--- config.mk ---
export PLATFORM = sky130hd
export DESIGN_NAME = vga_timing_gen
export DESIGN_NICKNAME = d
export VERILOG_FILES = /design/src/rtl/vga_timing_gen.sv
export SDC_FILE = /design/constraint.sdc
export NUM_CORES = 1
export LEC_CHECK = 0
export CAP_MARGIN = 5
export CELL_PAD_IN_SITES_DETAIL_PLACEMENT = 1
export CELL_PAD_IN_SITES_GLOBAL_PLACEMENT = 1
export CORE_ASPECT_RATIO = 1.4
export CORE_UTILIZATION = 45
export DETAILED_ROUTE_END_ITERATION = 12
export PLACE_DENSITY = 0.9
export SYNTH_ARGS = -nofsm -noshare
export SYNTH_HDL_FRONTEND = slang
export SYNTH_SLANG_ARGS = --single-unit
--- constraint.sdc ---
create_clock -name VGA_clock -period 7.4 [get_ports VGA_clock]
set_clock_uncertainty 0.15 [all_clocks]
set_input_delay 1.48 -clock VGA_clock [delete_from_list [all_inputs] [get_ports VGA_clock]]
set_output_delay 1.48 -clock VGA_clock [all_outputs]
set_load 0.01 [all_outputs]
--- src/rtl/vga_timing_gen.sv ---
// VGA raster timing generator: horizontal and vertical four-phase FSMs producing
// registered syncs, visibility flags, frame/line pulses and a linear pixel address.
module vga_timing_gen #(
   parameter int unsigned H_ACTIVE = 640,
   parameter int unsigned H_FP     = 16,
   parameter int unsigned H_SYNC   = 96,
   parameter int unsigned H_BP     = 48,
   parameter int unsigned V_ACTIVE = 480,
   parameter int unsigned V_FP     = 10,
   parameter int unsigned V_SYNC   = 2,
   parameter int unsigned V_BP     = 33
) (
   input  logic        VGA_clock,
   input  logic        reset,
   input  logic        en,
   output logic        VGA_HS,
   output logic        VGA_VS,
   output logic        h_sync,
   output logic        v_sync,
   output logic        active_area,
   output logic [19:0] vAddress,
   output logic        frame_start,
   output logic        line_end
);

   typedef enum logic [1:0] {H_ACT, H_FRONT, H_SYNCP, H_BACK} h_state_t;
   typedef enum logic [1:0] {V_ACT, V_FRONT, V_SYNCP, V_BACK} v_state_t;

   h_state_t    h_state;
   h_state_t    h_state_next;
   v_state_t    v_state;
   v_state_t    v_state_next;
   logic [9:0]  h_cnt;
   logic [9:0]  v_cnt;
   logic [9:0]  h_len;
   logic [9:0]  v_len;
   logic [19:0] addr_next;
   logic [19:0] addr_cur;
   logic        h_last;
   logic        line_last;
   logic        v_last;
   logic        pix_active;
   logic        pix_first;

   // Last in-state count and successor for each phase.
   always_comb begin
      h_len        = 10'(H_ACTIVE - 1);
      h_state_next = H_FRONT;
      unique case (h_state)
         H_ACT: begin
            h_len        = 10'(H_ACTIVE - 1);
            h_state_next = H_FRONT;
         end
         H_FRONT: begin
            h_len        = 10'(H_FP - 1);
            h_state_next = H_SYNCP;
         end
         H_SYNCP: begin
            h_len        = 10'(H_SYNC - 1);
            h_state_next = H_BACK;
         end
         H_BACK: begin
            h_len        = 10'(H_BP - 1);
            h_state_next = H_ACT;
         end
      endcase
   end

   always_comb begin
      v_len        = 10'(V_ACTIVE - 1);
      v_state_next = V_FRONT;
      unique case (v_state)
         V_ACT: begin
            v_len        = 10'(V_ACTIVE - 1);
            v_state_next = V_FRONT;
         end
         V_FRONT: begin
            v_len        = 10'(V_FP - 1);
            v_state_next = V_SYNCP;
         end
         V_SYNCP: begin
            v_len        = 10'(V_SYNC - 1);
            v_state_next = V_BACK;
         end
         V_BACK: begin
            v_len        = 10'(V_BP - 1);
            v_state_next = V_ACT;
         end
      endcase
   end

   // The vertical FSM keys off the unregistered end-of-line so both FSMs wrap together.
   always_comb begin
      h_last     = (h_cnt == h_len);
      line_last  = h_last && (h_state == H_BACK);
      v_last     = (v_cnt == v_len);
      pix_active = (h_state == H_ACT) && (v_state == V_ACT);
      pix_first  = pix_active && (h_cnt == 10'd0) && (v_cnt == 10'd0);
      addr_cur   = pix_first ? 20'd0 : addr_next;
   end

   always_ff @(posedge VGA_clock or negedge reset) begin
      if (!reset) begin
         h_state     <= H_ACT;
         v_state     <= V_ACT;
         h_cnt       <= 10'd0;
         v_cnt       <= 10'd0;
         addr_next   <= 20'd0;
         vAddress    <= 20'd0;
         VGA_HS      <= 1'b1;
         VGA_VS      <= 1'b1;
         h_sync      <= 1'b0;
         v_sync      <= 1'b0;
         active_area <= 1'b0;
         frame_start <= 1'b0;
         line_end    <= 1'b0;
      end else if (en) begin
         if (h_last) begin
            h_cnt   <= 10'd0;
            h_state <= h_state_next;
         end else begin
            h_cnt <= h_cnt + 10'd1;
         end

         if (line_last) begin
            if (v_last) begin
               v_cnt   <= 10'd0;
               v_state <= v_state_next;
            end else begin
               v_cnt <= v_cnt + 10'd1;
            end
         end

         // Outputs describe the pixel the FSMs held before this edge.
         VGA_HS      <= (h_state != H_SYNCP);
         VGA_VS      <= (v_state != V_SYNCP);
         h_sync      <= (h_state == H_ACT);
         v_sync      <= (v_state == V_ACT);
         active_area <= pix_active;
         frame_start <= pix_first;
         line_end    <= line_last;

         if (pix_active) begin
            vAddress  <= addr_cur;
            addr_next <= addr_cur + 20'd1;
         end
      end
   end

endmodule

* Word-level counts from Yosys, hierarchy flattened
Cells that the tools add are included.
** Word-level totals
- Flip-flop bits (word level) :: 71
- Bits in latches :: 0
- Memory bits (writable) :: 0
- ROM bits :: 0
- Input bits :: 3
- Output and inout port bits :: 27
- Memories :: 0
** Operators by class
- Add/sub/neg operators :: 3
- $mul :: 0
- Div/mod/pow operators :: 0
- $lt $le $gt $ge :: 0
- Equal/unequal tests :: 10
- Shifts and indexed selects :: 0
- Multiplexer cells :: 7
- Bitwise operators :: 0
- Reductions and logical operators :: 12
** Operator list (count)
- 10-bit one-hot mux with 4 select lines :: 2
- 10-bit by 1-bit adder with 10-bit output, second input constant :: 2
- 20-bit by 1-bit adder with 20-bit output, second input constant :: 1
- 10-bit == test :: 2
- 10-bit logical NOT :: 2
- 10-bit 2-to-1 mux :: 2
- 20-bit 2-to-1 mux :: 1
- 2-bit one-hot mux with 4 select lines :: 2
- 2-bit == test, second input constant :: 4
- 2-bit AND reduction :: 3
- 2-bit by 1-bit == test with 1-bit output, second input constant :: 2
- 1-bit logical AND :: 4
- 2-bit logical NOT :: 2
- 2-bit inequality test, second input constant :: 2
- 3-bit AND reduction :: 1

* Logic depth before layout (Yosys ltp)
- Depth in word-level cells :: 6
- Gate-level depth with buffers :: 14
- Gate-level depth less buffers :: 12

* Worst setup path before layout
No wires, ideal clock.
- Kind :: register to register
- From :: register v_cnt[0]
- To :: register addr_next[16]
- Library setup time :: 0.128 ns
- Arrival time :: 2.844 ns
- Required time :: 7.122 ns
- Setup slack :: 4.278 ns
- Stages on the path, launching flop included :: 15
- Buffers on the path :: 2
- Clock period less this slack :: 3.122 ns
- Path through :: dfrtp_1 > inv_1 > ha_1 > nor4b_1 > and3_1 > clkbuf_1 > nand2_1 > buf_2 > and2_1 > ha_1 > nand3_1 > nor4_1 > nand4_1 > a31oi_1 > o31ai_1
** Between the ends
- Cells in the longest elaborated chain, start to end :: 4
** Ends and longest elaborated chain
- from (decl) :: line 34 : logic [9:0] v_cnt;
- from (signal assigned) :: line 130 : v_cnt <= v_cnt + 10'd1;
- 10-bit logical NOT :: line 98 : pix_first = pix_active && (h_cnt == 10'd0) && (v_cnt == 10'd0);
- 1-bit logical AND :: line 98
- 20-bit 2-to-1 mux :: line 99 : addr_cur = pix_first ? 20'd0 : addr_next;
- via addr_cur[0] :: line 38 : logic [19:0] addr_cur;
- 20-bit by 1-bit adder with 20-bit output :: line 145 : addr_next <= addr_cur + 20'd1;
- to (signal assigned) :: line 145
- to (decl) :: line 37 : logic [19:0] addr_next;
The timed path passes the listed nets, and every way through them passes these cells.
A chain may end at the register's enable or synchronous reset.

* Worst setup path in the final report
- From :: register v_state[0]
- To :: register addr_next[18]
** Between the ends
- Cells in the longest elaborated chain, start to end :: 6
- Elaborated cells on any way between the ends :: 7
- Classes of those cells :: add/sub: 1; mux: 1; reduce/logical: 5
** Ends and longest elaborated chain
- from (decl) :: line 31 : v_state_t v_state;
- from (signal assigned) :: line 128 : v_state <= v_state_next;
- 2-bit logical NOT :: line 97 : pix_active = (h_state == H_ACT) && (v_state == V_ACT);
- 1-bit logical AND :: line 97
- 1-bit logical AND (2 in series) :: line 98
- 20-bit 2-to-1 mux :: line 99
- via addr_cur[1] :: line 38
- 20-bit by 1-bit adder with 20-bit output :: line 145
The timed path passes the listed nets, and every way through them passes these cells.

==> impl_results.md <==
* Placeable Area at around 7700 sq um
* Post-synthesis sequential area ratio at 49.5%
* DRT Pass-1 Iters at 4
* Critical Path Sink Type: register
* Inserted Diodes at 0
* CTS clk-pin slew, worst paths at approximately 0.08 ns
* Comb pwr share at 17.0%
* Post-synth EDFFs at 0
* Outcome: complete, no violations
* Die Y at between 100 and 150 microns
* Final period utilization at 53.1%
* Reg power frac at between 50% and 60%
* Mux contribution to synthesized area at 3.24%
* Simple-Gate Fraction of Synth Area at about a fifth
* Main combinational cell family by area after synthesis: simple AND/OR/NAND/NOR gates
* Worst hold path startpoint: vAddress[19]
* DP HPWL at 6.13 mm
* Total nets after synthesis at around 400
* Hold endpoint: vAddress[19]
* Worst R2R Start: v_state[0]
* Post-CTS Repair Setup Buffers at 0
* Distinct cells, synth at 47
* Worst Path Arrival at 4.03 ns
* Congestion Overflow GR at 0
* CP max stage delay at 0.54 ns
* Via density at 5.78
* Net Sw Power at 0.281 mW
* Synth Area in XOR/XNOR at under 10%
* TritonCTS clock tree: yes
* RSZ-0062 raised after global routing: false
* Die extent in x at 77.5 microns
* H-tree depth at 3
* Clock Path Buffers at 2
* Peak Freq at around 250 MHz
* Avg Inst Size Synth at 9.48 sq um
* GRT Util Overall at 23.0%
* Hold depth at 2
* Reg2Reg Depth at 12
* DRT Wirelength at just under 9 mm
* Num CTS Buffers at 9
* Final Critical Period at slightly below 4 ns
* Sw Ratio at 29.9%
* I/O Pins at 30
* Vias in the first global route at between 3,000 and 4,000
* Ys async rst share at 100%
* Cell mode on critical path: ha_1
* Vias at 2,935
* Iter 0 DRT Violations at 205
* Clock latency on the worst-skew pair at 0.35 ns
* Power Density at 227 nW/um^2
* Sink Count at between 70 and 80
* Yosys reg bits at 71
* Footprint of the multi-input gates at roughly 1700 sq um
* Startpoint Class: register
* Clock power frac at 33.0%
* CP bufs+invs at 1
* Worst Max-Slew Pin Slew at 1.18 ns
* Root buf cell: clkbuf_8
* WL/cell at 17.4 microns
* Reg2Reg Capture Point: addr_next[18]
* Hold Fails Final Rpt at 0
* CP delay by family, top: simple AND/OR/NAND/NOR gates
* Max Cap Violations at 0
* P&R area growth vs syn at 15.1%
* Die area at 8350 sq um
* Worst hold path type: register to register
* Synthesis Warnings at 0
* Total Power at between 0.9 and 1 mW
* Crit path kind: register to register
* Global-route wire length before repair at ~15 mm
* CTS Hold Buffers Added at 0
* Initial core utilization at between 40% and 50%
* Post-CTS sizing at 0
* VDD IR-drop max at 0.163 mV
* Crit-path cells: inv_1 -> ha_1 -> or4bb_1 -> nor4_4 -> nand2_1 -> and2_1 -> ha_1 -> nand3_1 -> nor4_1 -> a22oi_1 -> o21ai_0 -> o31ai_1
* Initial antenna violation count at 0
* Critical Path RT at 7.50 ns
* Ratio of cells with drive above 1 in the final layout at 7.11%
* GPL Wtd Cong at 0.872
* Fill count at 924
* Worst Path Max Fanout at 13
* Mapped Cells at around 380
* Largest net degree at the start of global routing at 72
* Setup violators final at 0
* Prevailing post-synth register cell: dfrtp_1
* Mapped cell area at 3590 sq um
* WP depth at 12
* Setup tns final at 0 ns
* Cell Rows at 38
* Reg area at 1780 sq um
* NumNets Final at 419
* IO Port Bufs at 29
* Reg2Reg Setup Slack at between 3 and 4 ns
* Number of routed nets with antenna violations at 0
* Final Max Slew Viols at 0
* CP max stage cell: or4bb_1
* P_leak at approximately 1.8 nW
* Post-synthesis compound-gate area fraction at 15.1%
* Adder-cell share of the synthesized area at 4.53%
* Drt drc at 0
* Slew margin rel. at 20.3%
* Int Power at around 0.66 mW
==> layout make-up <==
class	instances	area share (%)
Clock buffer	12	3.51
Clock inverter	4	1.09
Inverter	16	1.45
Multi-Input combinational cell	274	40.7
Sequential cell	71	43.0
Tap cell	100	3.02
Timing Repair Buffer	31	7.26
==> power by group through the flow <==
stage	Sequential [mW]	Clock [mW]	Combinational, mW
2_1_floorplan	0.463	0	0.112
3_3_place_gp	0.473	0	0.145
3_5_place_dp	0.476	0	0.155
4_1_cts	0.469	0.313	0.162
5_1_grt	0.475	0.332	0.181
6_report	0.469	0.310	0.159
==> through the flow <==
step | cell area [sq um] | util, % | cells | worst slack [ns] | hold WS [ns]
after global routing | 4140 | 53.4 | 508 | 3.22 | 0.346
after detailed placement | 3950 | 50.9 | 492 | 3.13 | 0.315
after global placement | 3950 | 50.9 | 492 | 3.27 | 0.312
after floorplan | 3590 | - | 379 | 4.28 | 0.314
after CTS | 4140 | 53.4 | 508 | 3.44 | 0.333
final | 4140 | 53.4 | 508 | 3.47 | 0.327
==> cells in the mapped netlist, types with 2 or more instances <==
cell,number,area [sq um]
nor2_1,23,86.3
nand4_1,9,56.3
nor3_1,7,35.0
a32oi_1,2,17.5
o21ai_0,39,195
nand3_1,18,90.1
ha_1,13,163
nand2_1,58,218
inv_1,16,60.1
nor4b_1,2,17.5
xor2_1,3,26.3
o31ai_1,6,45.0
a21o_1,4,30.0
dfstp_2,2,52.6
or3_1,2,12.5
clkbuf_1,14,52.6
dfrtp_1,69,1730
and3_1,7,43.8
and2_1,5,31.3
o21bai_1,4,30.0
mux2_2,5,56.3
a22o_1,9,78.8
nand3b_1,2,15.0
nor2b_1,3,18.8
nor4_1,4,25.0
a22oi_1,3,22.5
mux2i_1,6,60.1
a31oi_1,2,12.5
and4_1,2,17.5
o2bb2ai_1,2,17.5
a21oi_1,11,55.1
or3b_2,2,17.5
xnor2_1,10,87.6
buf_2,2,10.0
==> logic make-up (layout without fill, tap and decap cells) <==
family,count (synthesis),after routing
adders and majority gates,13,13
muxes,11,11
AOI/OAI and AO/OA,87,87
and+or+nand+nor,150,150
xor gates and xnor gates,13,13
DFF,71,71
buffers and inverters,34,63
==> worst reg2reg max path: cells and delay by family (launching register included) <==
kind	cells	cell delay, ns
adder cells (fa/ha/maj)	2	0.47
AO/OA/AOI/OAI	3	0.40
flip-flops	1	0.40
AND/OR/NAND/NOR	6	2.29
buffers and inverters	1	0.13
==> how the worst max path moves through the flow <==
| stage | startpoint | end |
|---|---|---|
| after floorplan | v_cnt[0] | addr_next[16] |
| after global placement | en | addr_next[10] |
| after detailed placement | en | addr_next[10] |
| after CTS | v_state[0] | addr_next[18] |
| after global routing | v_cnt[0] | addr_next[16] |
| final | v_state[0] | addr_next[18] |
==> layout by cell type (no fill, tap or decap), types with 3 or more instances in the layout <==
master	n
clkdlybuf4s50_1	28
a21oi_1	11
xor2_1	3
a21o_1	4
a22oi_1	3
a22o_1	9
o21bai_1	4
nor4_1	4
o21ai_0	39
mux2i_1	6
nor2b_1	3
nand2_1	58
nor3_1	7
and3_1	7
ha_1	13
dfrtp_1	69
and2_1	5
mux2_2	5
o31ai_1	6
clkinv_2	3
xnor2_1	10
clkbuf_8	10
nor2_1	23
nand3_1	18
nand4_1	9
inv_1	16
==> flip-flops by register name, indices dropped and copies added (netlist names) <==
signal and count:
frame_start 1, h_sync 1, VGA_HS 1, v_state 2, v_sync 1, v_cnt 10
h_state 2, vAddress 20, active_area 1, line_end 1, addr_next 20, h_cnt 10
VGA_VS 1
==> routing by layer <==
metal  GRT usage, %  routed length, microns
met3           4.07                     193
met2           41.2                    4720
met4           11.3                     301
met5              0                       0
met1           26.2                    3650
Power figures use the tool's default switching activity.
